[config.mk]
export PLATFORM = sky130hd
export DESIGN_NAME = ctrl_uart_rx
export DESIGN_NICKNAME = d
export VERILOG_FILES = /design/src/rtl/ctrl_uart_rx.sv
export SDC_FILE = /design/constraint.sdc
export NUM_CORES = 1
export LEC_CHECK = 0
export BUFFER_PORTS_ARGS = -buffer_cell sky130_fd_sc_hd__buf_2
export CAP_MARGIN = 25
export CORE_ASPECT_RATIO = 1.5
export CORE_UTILIZATION = 40
export CTS_CLUSTER_DIAMETER = 40
export DETAILED_ROUTE_END_ITERATION = 8
export GPL_ROUTABILITY_DRIVEN = 0
export PLACE_DENSITY = 0.53
export REMOVE_ABC_BUFFERS = 1
export SLEW_MARGIN = 10
export SYNTH_ARGS = -nofsm -noshare
export SYNTH_HDL_FRONTEND = slang
export SYNTH_SLANG_ARGS = --single-unit
[constraint.sdc]
create_clock -name clk -period 3.6 [get_ports clk]
set_clock_uncertainty 0.2 [all_clocks]
set_input_delay 0.36 -clock clk [delete_from_list [all_inputs] [get_ports clk]]
set_output_delay 0.36 -clock clk [all_outputs]
set_load 0.01 [all_outputs]
[src/rtl/ctrl_uart_rx.sv]
// 8N1 UART receiver with 16x oversampling feeding a first-word-fall-through RX FIFO.
// Framing and overrun errors are sticky until err_clr; reception never stalls on them.
module ctrl_uart_rx #(
    parameter int SAMPLE_CNT = 27,
    parameter int FIFO_AW    = 4
) (
    input  logic               clk,
    input  logic               rst_n,
    input  logic               uart_rxd,
    input  logic               rd_en,
    output logic [7:0]         rd_dat,
    output logic               rd_valid,
    output logic [FIFO_AW:0]   fifo_cnt,
    output logic               rx_busy,
    output logic               frm_err,
    output logic               ovr_err,
    input  logic               err_clr
);

    localparam int DEPTH = 2 ** FIFO_AW;
    localparam logic [7:0] RELOAD = 8'(SAMPLE_CNT - 1);
    localparam logic [FIFO_AW:0] FULL_CNT = (FIFO_AW + 1)'(DEPTH);
    localparam logic [FIFO_AW:0] CNT_ONE  = (FIFO_AW + 1)'(1);
    localparam logic [FIFO_AW-1:0] PTR_ONE = FIFO_AW'(1);

    typedef enum logic [2:0] {IDLE, START, DATA, STOP, BRK} state_t;

    state_t state, state_nxt;

    logic       sync1, sync2, rxd_d;
    logic       fall, start_det, tick, sample;
    logic [7:0] presc;
    logic [3:0] os_cnt;
    logic [2:0] bit_idx;
    logic [7:0] shreg;
    logic       push_req;

    logic [7:0]         mem [DEPTH];
    logic [FIFO_AW-1:0] wptr, rptr;
    logic               full, empty, do_push, do_pop, ovr_set, frm_set;

    assign fall      = rxd_d & ~sync2;
    assign start_det = (state == IDLE) && fall;
    assign tick      = (state != IDLE) && (presc == 8'd0);
    assign sample    = tick && (os_cnt == 4'd7);
    assign rx_busy   = (state != IDLE);

    always_ff @(posedge clk or negedge rst_n) begin
        if (!rst_n) begin
            sync1 <= 1'b1;
            sync2 <= 1'b1;
            rxd_d <= 1'b1;
        end else begin
            sync1 <= uart_rxd;
            sync2 <= sync1;
            rxd_d <= sync2;
        end
    end

    // Prescaler is restarted on the start edge so the sample point lands mid-bit
    always_ff @(posedge clk or negedge rst_n) begin
        if (!rst_n) begin
            presc  <= RELOAD;
            os_cnt <= 4'd0;
        end else begin
            if (start_det)
                presc <= RELOAD;
            else if (state != IDLE)
                presc <= (presc == 8'd0) ? RELOAD : presc - 8'd1;
            if (start_det)
                os_cnt <= 4'd0;
            else if (tick)
                os_cnt <= os_cnt + 4'd1;
        end
    end

    always_ff @(posedge clk or negedge rst_n) begin
        if (!rst_n)
            state <= IDLE;
        else
            state <= state_nxt;
    end

    always_comb begin
        state_nxt = state;
        case (state)
            IDLE:  if (fall) state_nxt = START;
            START: if (sample) state_nxt = sync2 ? IDLE : DATA;
            DATA:  if (sample && bit_idx == 3'd7) state_nxt = STOP;
            STOP:  if (sample) state_nxt = sync2 ? IDLE : BRK;
            BRK:   if (sync2) state_nxt = IDLE;
            default: state_nxt = IDLE;
        endcase
    end

    always_ff @(posedge clk or negedge rst_n) begin
        if (!rst_n) begin
            bit_idx  <= 3'd0;
            shreg    <= 8'd0;
            push_req <= 1'b0;
        end else begin
            push_req <= (state == STOP) && sample && sync2;
            if (state == START && sample)
                bit_idx <= 3'd0;
            else if (state == DATA && sample) begin
                shreg[bit_idx] <= sync2;
                bit_idx        <= bit_idx + 3'd1;
            end
        end
    end

    // A pop in the same cycle frees a slot, so a push into a full FIFO is not an overrun
    assign empty   = (fifo_cnt == '0);
    assign full    = (fifo_cnt == FULL_CNT);
    assign do_pop  = rd_en && !empty;
    assign do_push = push_req && (!full || do_pop);
    assign ovr_set = push_req && full && !do_pop;
    assign frm_set = (state == STOP) && sample && !sync2;

    always_ff @(posedge clk) begin
        if (do_push)
            mem[wptr] <= shreg;
    end

    always_ff @(posedge clk or negedge rst_n) begin
        if (!rst_n) begin
            wptr     <= '0;
            rptr     <= '0;
            fifo_cnt <= '0;
        end else begin
            if (do_push)
                wptr <= wptr + PTR_ONE;
            if (do_pop)
                rptr <= rptr + PTR_ONE;
            if (do_push && !do_pop)
                fifo_cnt <= fifo_cnt + CNT_ONE;
            else if (do_pop && !do_push)
                fifo_cnt <= fifo_cnt - CNT_ONE;
        end
    end

    assign rd_valid = !empty;
    assign rd_dat   = empty ? 8'h00 : mem[rptr];

    always_ff @(posedge clk or negedge rst_n) begin
        if (!rst_n) begin
            frm_err <= 1'b0;
            ovr_err <= 1'b0;
        end else begin
            if (frm_set)
                frm_err <= 1'b1;
            else if (err_clr)
                frm_err <= 1'b0;
            if (ovr_set)
                ovr_err <= 1'b1;
            else if (err_clr)
                ovr_err <= 1'b0;
        end
    end

endmodule

==> flow_metrics.py, run 1 <==
metrics = {
    "outcome": {
        "outcome": "complete, no violations",
    },
    "power_and_ir_drop": {
        "cellInternalPower_mw": 3.30,
        "switching_share_pct": 22.4,
        "p_per_area_nw_per_um2": 505,
        "p_clk_share_pct": 42.6,
        "pwr-share-seq_pct": 53.4,
        "combPwrFrac_pct": 4.1,
        "p_leak_nw": 3.23,
        "peakVddDrop_uv": 290,
        "power.total_mw": 4.25,
        "net-switching-power_uw": 951,
    },
    "final_layout": {
        "final.fill_count": 1600,
        "nets": 507,
        "area_growth_pct": 13.7,
        "layout_common_cells": "128 x edfxtp_1, 38 x dfrtp_1, 30 x mux4_2, 21 x nor2_1, 21 x buf_2",
        "layout_commonest_cell": "edfxtp_1",
        "post-route-util_pct": 46.8,
        "n_antenna_cell": 0,
        "fin_area_um2": 8420,
        "final_cell_count_no_fill": 716,
        "multi_input_area_um2": 2240,
        "drive_above_1_share_pct": 24.8,
        "seqCellArea_um2": 4980,
    },
    "routing": {
        "routed_wl_um": 13900,
        "ant_nets": 0,
        "drc_errors": 0,
        "avgViaCountPerCell": 5.43,
        "first_iter_violations": 201,
        "drtPass1Iterations": 4,
        "wl_per_cell_um": 19.4,
        "vias": 3891,
    },
    "setup_path": {
        "cp_cell_sequence": "or4_4 -> or2_1 -> nand2_1 -> ha_1 -> inv_1 -> fa_1 -> a21o_1 -> a2111oi_1 -> o31ai_1",
        "arrival_ps": 3550,
        "worstPathMaxFanout": 6,
        "critPathTopFamily": "simple AND/OR/NAND/NOR gates",
        "crit_type": "flip-flop to flip-flop",
        "end_kind": "flip-flop",
        "startpoint_type": "flip-flop",
        "max_stage_delay_ps": 590,
        "required_ps": 3680,
        "crit_buf_inv": 1,
        "cpMaxStageDelayCell": "or4_4",
    },
    "synthesis": {
        "synthFlopType": "edfxtp_1",
        "synthSimpleGateAreaFrac_pct": 7.21,
        "syn-mean-instance-area_um2": 16.3,
        "netlist_area_um2": 7410,
        "synth_cell_types": 59,
        "synth_compound_area_share_pct": 4.58,
        "yosysSeqAreaShare_pct": 67.2,
        "synth_top_family_by_area": "multiplexers",
        "ys_ff_latch": 173,
        "synth_edf_count": 128,
        "post_synth_xor_area_fraction_pct": 1.30,
        "synth-warning-count": 0,
        "muxShareOfSynthArea_pct": 14.3,
        "synth_cells": 454,
        "synth_fa_ha_area_share_pct": 2.63,
        "synthArstFlopShare_pct": 26.0,
    },
    "cts": {
        "cts_tree": "yes",
        "clock-sinks": 173,
        "cts.root.buffer_cell": "clkbuf_16",
        "path_clk_slew_ps": 70,
        "clkLatencyLatePin_ps": 420,
        "clk_path_buf_depth": 2,
        "ctsHtreeMaxLevel": 4,
        "cts_buffers": 17,
    },
    "placement": {
        "portBuffers": 21,
        "placed_cell_area_um2": 7750,
        "hpwl_um": 9530,
        "dp.cells": 680,
    },
    "global_routing": {
        "grt_pass1_vias": 4220,
        "grt_start_max_net_pins": 46,
        "grt_pass1_wl_um": 22600,
        "antenna_found_initial": 0,
        "overflow": 0,
        "grtUsageTotal_pct": 15.9,
    },
    "die": {
        "core_um2": 18000,
        "io_pins": 22,
        "die_y_um": 169,
        "core.rowCount": 60,
        "initial_utilization_pct": 41.1,
        "die_x_um": 113,
        "die_area_um2": 19100,
    },
    "sta": {
        "period_minus_slack_ps": 3470,
        "finalCritPeriodShare_pct": 96.4,
        "slew_viol_final": 0,
        "finalSetupViolations": 0,
        "finalHoldViolations": 0,
        "slew_headroom_pct": 43.7,
        "max_freq_ghz": 0.288,
        "worstMarginPinSlew_ps": 841,
    },
    "min_path": {
        "hp-class": "input pin to flip-flop",
    },
    "flow_run": {
        "drv_cap": 0,
    },
}
-- sequential cells by signal (all words and copies together), names as in the netlist, 3 cells and up --
name / count
mem: 128
presc: 8
shreg: 8
fifo_cnt: 5
os_cnt: 4
rptr: 4
wptr: 4
bit_idx: 3
state: 3
-- power groups by stage --
stage / combinational [mW] / sequential (mW) / clock [mW]
6_report: 0.173 / 2.27 / 1.81
5_1_grt: 0.208 / 2.28 / 1.93
4_1_cts: 0.174 / 2.27 / 1.85
3_5_place_dp: 0.171 / 2.31 / 0
3_3_place_gp: 0.164 / 2.31 / 0
2_1_floorplan: 0.131 / 2.29 / 0
-- worst register-to-register path, delay by kind of cell, from the launching register on --
| family | cells | cell delay, ps |
|---|---|---|
| buf+inv | 1 | 150 |
| compound gates | 3 | 910 |
| fa+ha+maj | 2 | 680 |
| flops | 1 | 440 |
| simple gates | 3 | 970 |
-- cells in the mapped netlist (3+ instances only) --
cell / count / area share [%]
buf_6: 3 / 0.46
nand2b_1: 5 / 0.42
xnor2_1: 8 / 0.95
or3_1: 3 / 0.25
nand4_1: 5 / 0.42
and2_1: 6 / 0.51
ha_1: 14 / 2.4
a21oi_1: 17 / 1.1
dfrtp_1: 39 / 13
dfstp_2: 6 / 2.1
nor3_1: 5 / 0.34
nand3b_1: 3 / 0.30
a31oi_1: 3 / 0.25
a21o_1: 3 / 0.30
mux2_2: 11 / 1.7
nor4_1: 7 / 0.59
nand3_1: 7 / 0.47
edfxtp_1: 128 / 52
mux4_2: 30 / 9.1
inv_1: 16 / 0.81
o21ai_1: 4 / 0.27
mux2_1: 5 / 0.76
and3_1: 3 / 0.25
buf_2: 7 / 0.47
xor2_1: 3 / 0.35
nor2_1: 21 / 1.1
o21ai_0: 19 / 1.3
mux2i_1: 12 / 1.6
clkbuf_1: 9 / 0.46
nor3b_2: 3 / 0.51
nand2_1: 17 / 0.86
-- what timing repair did --
action	4_1_cts	5_1_grt
hold buffers	3	0
setup buffers	0	0
setup endpoints to repair	0	1
endpoints found under the hold margin	42	0
resized for setup	0	2
-- layer usage --
layer  track usage [%]  vias to the layer above  wire length [um]
met5                 0                        -                 0
met4              4.92                        0               195
met3              3.37                       16               321
met2              29.9                       48              7950
met1              17.7                     2001              5420
li1                  -                     1826                 -
-- worst paths after layout --
check	to	slack, ps	depth (start not counted)	start
max in group asynchronous	sync2	2500	3	rst_n
setup reg to reg	fifo_cnt[4]	130	9	fifo_cnt[1]
min in group asynchronous	fifo_cnt[2]	150	2	rst_n
hold / removal	rptr[2]	40	3	rd_en
hold reg to reg	sync2	160	0	sync1
setup / recovery	fifo_cnt[4]	130	9	fifo_cnt[1]
-- logic make-up (layout without fill, tap and decap cells) --
family | after synthesis | count (layout)
flops | 173 | 173
buf+inv | 41 | 86
fa+ha+maj | 15 | 15
mux | 62 | 62
xor+xnor | 11 | 11
simple gates | 94 | 94
compound gates | 58 | 58
-- layout make-up --
cell class / count / area share, %
Sequential cell: 173 / 59.1
Multi-Input combinational cell: 240 / 26.6
Clock buffer: 17 / 5.05
Timing Repair Buffer: 38 / 3.39
Tap cell: 217 / 3.22
Clock inverter: 14 / 1.90
Inverter: 17 / 0.758
-- stage by stage --
stage | TNS (ps) | hold slack [ps] | worst slack [ps]
6_report | 0 | 42.5 | 129
5_1_grt | -69.4 | 48.7 | -69.4
4_1_cts | 0 | 28.2 | 225
3_5_place_dp | 0 | 147 | 251
3_3_place_gp | 0 | 147 | 392
2_1_floorplan | 0 | -136 | 343
(Power assumes the default switching activity.)
==> inputs of run 2 (changes only) <==
==> constraint.sdc (replaced) <==
create_clock -name clk -period 3.9 [get_ports clk]
set_clock_uncertainty 0.2 [all_clocks]
set_input_delay 0.78 -clock clk [delete_from_list [all_inputs] [get_ports clk]]
set_output_delay 0.78 -clock clk [all_outputs]
set_load 0.01 [all_outputs]
==> flow_metrics.py, run 2 (synthesis results as in run 1) <==
metrics = {
    "outcome": {
        "outcome": "complete, no violations",
    },
    "final_layout": {
        "drive_above_1_share_pct": 26.0,
        "fin_area_um2": 8410,
        "layout_common_cells": "128 x edfxtp_1, 38 x dfrtp_1, 30 x mux4_2, 21 x nor2_1, 21 x buf_2",
        "largest_reg_flops": 128,
        "top_register": "mem",
        "top_regs": "mem: 128 flops, presc: 8 flops, shreg: 8 flops",
        "post-route-util_pct": 46.7,
        "nets": 511,
        "layout_commonest_cell": "edfxtp_1",
        "n_antenna_cell": 0,
        "area_growth_pct": 13.5,
        "final_cell_count_no_fill": 721,
    },
    "min_path": {
        "hp-class": "input pin to asynchronous set/reset pin",
    },
    "routing": {
        "dr.max_layer_used": "met4",
        "wl_per_cell_um": 19.7,
        "ant_nets": 0,
        "routed_wl_um": 14200,
        "drc_errors": 0,
        "avgViaCountPerCell": 5.45,
        "wl_met1_um": 5930,
        "drtPass1Iterations": 5,
        "met3_length_um": 312,
        "first_iter_violations": 194,
        "vias": 3930,
        "route.met2.wl_um": 7770,
    },
    "power_and_ir_drop": {
        "switching_share_pct": 24.2,
        "peakVddDrop_uv": 276,
        "pwr-share-seq_pct": 54.0,
        "p_per_area_nw_per_um2": 462,
        "p_leak_nw": 3.25,
        "p_clk_share_pct": 41.9,
        "combPwrFrac_pct": 4.1,
        "net-switching-power_uw": 940,
        "power.total_mw": 3.88,
        "cellInternalPower_mw": 2.94,
    },
    "cts": {
        "cts_resized": 0,
        "cts.root.buffer_cell": "clkbuf_16",
        "clkLatencyLatePin_ps": 420,
        "cts_buffers": 17,
        "postCtsSetupBuffers": 0,
        "ctsHtreeMaxLevel": 4,
        "path_clk_slew_ps": 70,
        "cts_tree": "yes",
        "clk_path_buf_depth": 2,
        "postCtsHoldBufs": 0,
        "clock-sinks": 173,
    },
    "die": {
        "die_area_um2": 19100,
        "die_y_um": 169,
        "initial_utilization_pct": 41.1,
        "core.rowCount": 60,
        "core_um2": 18000,
        "die_x_um": 113,
        "io_pins": 22,
    },
    "placement": {
        "hpwl_um": 9730,
        "placed_cell_area_um2": 7820,
        "preCtsSetupSlack_ps": 593,
        "portBuffers": 21,
        "dp.cells": 688,
    },
    "setup_path": {
        "end_kind": "primary output",
        "worstPathMaxFanout": 23,
        "crit_buf_inv": 2,
        "rrSetupSlack_ps": 670,
        "required_ps": 2920,
        "r2r-end": "fifo_cnt[4]",
        "r2r_start": "fifo_cnt[1]",
        "crit_type": "flip-flop to primary output",
        "arrival_ps": 2720,
        "cp_cell_sequence": "buf_4 -> mux4_2 -> mux2_2 -> o21ai_1 -> a21oi_1 -> buf_2",
        "reg2reg_depth": 9,
        "max_stage_delay_ps": 840,
        "cpMaxStageDelayCell": "dfrtp_2",
        "startpoint_type": "flip-flop",
        "critPathTopFamily": "flip-flops",
    },
    "global_routing": {
        "grt_pass1_wl_um": 23000,
        "grt_pass1_vias": 4111,
        "overflow": 0,
        "grtUsageTotal_pct": 16.2,
        "grt_start_max_net_pins": 46,
        "antenna_found_initial": 0,
    },
    "sta": {
        "finalHoldViolations": 0,
        "fin_hold_ws_ps": 8.08,
        "worstMarginPinSlew_ps": 867,
        "finalSetupViolations": 0,
        "period_minus_slack_ps": 3700,
        "timing.final.ws_setup_ps": 204,
        "finalCritPeriodShare_pct": 94.8,
        "max_freq_ghz": 0.271,
        "finalSetupTns_ps": 0,
        "slew_headroom_pct": 42.2,
        "slew_viol_final": 0,
        "rsz0062_at_grt": "no",
    },
    "flow_run": {
        "drv_cap": 0,
    },
}
[run 2: layer usage]
layer	up-vias	track usage, %
li1	1827	-
met1	2044	19.5
met2	46	29.2
met3	13	3.29
met4	0	4.98
met5	-	0
[run 2: worst max-delay path by stage]
stage	start	to	slack, ps	cells after the start
after global placement	rptr[0]	rd_dat[5]	600	6
after floorplan	rptr[0]	rd_dat[1]	350	4
after global routing	rptr[0]	rd_dat[5]	30	6
after CTS	rptr[0]	rd_dat[5]	140	6
final	rptr[0]	rd_dat[5]	200	6
after detailed placement	rptr[0]	rd_dat[5]	590	6
[run 2: final cells by class]
cell class                 instances  area, um2
clock buffer                      17        425
clock inverter                    15        146
fill                            1587       9610
inverter                          17       63.8
multi-input combinational        240       2230
sequential                       173       4980
tap                              217        272
timing repair buffer              42        295
[run 2: power by group through the flow]
| stage | registers (mW) | clock network [mW] | logic, mW |
|---|---|---|---|
| floorplan | 2.12 | 0 | 0.121 |
| global placement | 2.13 | 0 | 0.149 |
| detailed placement | 2.13 | 0 | 0.161 |
| CTS | 2.10 | 1.67 | 0.161 |
| global route | 2.11 | 1.73 | 0.186 |
| finish | 2.10 | 1.63 | 0.161 |
==> inputs of run 3 (changes only) <==
- BUFFER_PORTS_ARGS: -buffer_cell sky130_fd_sc_hd__buf_2 -> unset
- DONT_BUFFER_PORTS: unset -> 1
- PLACE_DENSITY: 0.53 -> 0.52
==> flow_metrics.py, run 3 (synthesis results as in run 1) <==
metrics = {
    "outcome": {
        "outcome": "complete, no violations",
    },
    "routing": {
        "avgViaCountPerCell": 5.53,
        "drtPass1Iterations": 4,
        "wl_per_cell_um": 20.4,
        "drc_errors": 0,
        "ant_nets": 0,
        "routed_wl_um": 14200,
        "vias": 3857,
        "first_iter_violations": 200,
    },
    "cts": {
        "clkLatencyLatePin_ps": 420,
        "cts_resized": 0,
        "cts.root.buffer_cell": "clkbuf_16",
        "clk_path_buf_depth": 2,
        "cts_tree": "yes",
        "postCtsSetupBuffers": 0,
        "clock-sinks": 173,
        "cts_buffers": 17,
        "path_clk_slew_ps": 70,
        "ctsHtreeMaxLevel": 4,
    },
    "die": {
        "core.rowCount": 60,
        "die_area_um2": 19100,
        "die_x_um": 113,
        "core_um2": 18000,
        "die_y_um": 169,
        "initial_utilization_pct": 41.1,
        "io_pins": 22,
    },
    "min_path": {
        "hold_start": "uart_rxd",
        "hp-class": "input pin to flip-flop",
        "holdPathEnd": "sync1",
        "holdPathStages": 0,
    },
    "sta": {
        "finalSetupViolations": 0,
        "rsz0062_at_grt": "no",
        "finalCritPeriodShare_pct": 89.3,
        "period_minus_slack_ps": 3480,
        "slew_headroom_pct": 42.3,
        "finalSetupTns_ps": 0,
        "slew_viol_final": 0,
        "timing.final.ws_setup_ps": 415,
        "finalHoldViolations": 0,
        "worstMarginPinSlew_ps": 863,
        "max_freq_ghz": 0.287,
    },
    "final_layout": {
        "layout_common_cells": "128 x edfxtp_1, 38 x dfrtp_1, 30 x mux4_2, 21 x nor2_1, 19 x o21ai_0",
        "nets": 487,
        "post-route-util_pct": 45.9,
        "drive_above_1_share_pct": 22.1,
        "layout_commonest_cell": "edfxtp_1",
        "area_growth_pct": 11.6,
        "top_register": "mem",
        "n_antenna_cell": 0,
        "largest_reg_flops": 128,
        "top_regs": "mem: 128 flops, presc: 8 flops, shreg: 8 flops",
    },
    "global_routing": {
        "grt_pass1_wl_um": 22500,
        "grtUsageTotal_pct": 15.9,
        "grt_pass1_vias": 3962,
        "antenna_found_initial": 0,
        "overflow": 0,
        "grt_start_max_net_pins": 40,
    },
    "power_and_ir_drop": {
        "p_leak_nw": 3.14,
        "p_per_area_nw_per_um2": 467,
        "peakVddDrop_uv": 265,
    },
    "setup_path": {
        "worstPathMaxFanout": 23,
        "r2r_start": "fifo_cnt[1]",
        "rrSetupSlack_ps": 500,
        "max_stage_delay_ps": 820,
        "arrival_ps": 2500,
        "crit_type": "flip-flop to primary output",
        "startpoint_type": "flip-flop",
        "end_kind": "primary output",
        "r2r-end": "fifo_cnt[4]",
        "required_ps": 2920,
        "cp_cell_sequence": "mux4_2 -> mux2_2 -> o21ai_0 -> a21oi_1",
        "cpMaxStageDelayCell": "dfrtp_2",
        "reg2reg_depth": 9,
    },
    "placement": {
        "hpwl_um": 9570,
        "portBuffers": 0,
        "preCtsSetupSlack_ps": 565,
    },
    "flow_run": {
        "drv_cap": 0,
    },
}
## run 3: cell count changes in the layout (fill, tap and decap cells not counted), sizes merged
| cell | change |
|---|---|
| dlygate4sd3 | +1 |
| clkinvlp | -2 |
| inv | +3 |
| clkinv | -1 |
| buf | -25 |
## run 3: metrics by stage
stage          std cells  area [um2]  hold WS, ps  power [mW]
2_1_floorplan        430        7260          145        2.24
3_3_place_gp         662        7650          152        2.27
3_5_place_dp         663        7680          148        2.28
4_1_cts              697        8270          143        3.90
5_1_grt              697        8270          138        4.00
6_report             697        8270          155        3.86
## run 3: worst max-delay path: cells and delay by family (launching register included)
family	cells	cell delay [ps]
mux	2	870
flops	1	820
compound gates	2	380
## run 3: how the worst max path moves through the flow
stage | start | end | slack, ps | depth (start not counted)
after CTS | rptr[0] | rd_dat[7] | 350 | 4
after global routing | rptr[0] | rd_dat[7] | 250 | 4
final | rptr[0] | rd_dat[3] | 420 | 4
after floorplan | rptr[0] | rd_dat[1] | 350 | 4
after detailed placement | fifo_cnt[1] | fifo_cnt[4] | 570 | 9
after global placement | fifo_cnt[1] | fifo_cnt[4] | 630 | 9
## run 3: report_power, final
group	leakage (nW)	total, mW	internal (mW)	switching (mW)
clock	0.283	1.61	0.850	0.760
sequential	1.96	2.09	2.02	0.0751
combinational	0.892	0.156	0.0720	0.0843
total	3.14	3.86	2.94	0.919
## run 3: timing repair
item | CTS | global route
hold buffers | 2 | 0
hold endpoints to repair | 39 | 0
endpoints found under the setup margin | 0 | 0
## run 3: layout make-up
type                       instances  area, um2
sequential                       173       4980
tap                              217        272
timing repair buffer              18        170
multi-input combinational        240       2220
fill                            1579       9750
clock buffer                      17        425
clock inverter                    15        136
inverter                          17       63.8
## run 3: metal layers
| layer | wire (um) | GRT usage [%] |
|---|---|---|
| met1 | 5610 | 17.8 |
| met3 | 373 | 2.83 |
| met5 | 0 | 0 |
| met2 | 7960 | 29.8 |
| met4 | 243 | 5.95 |
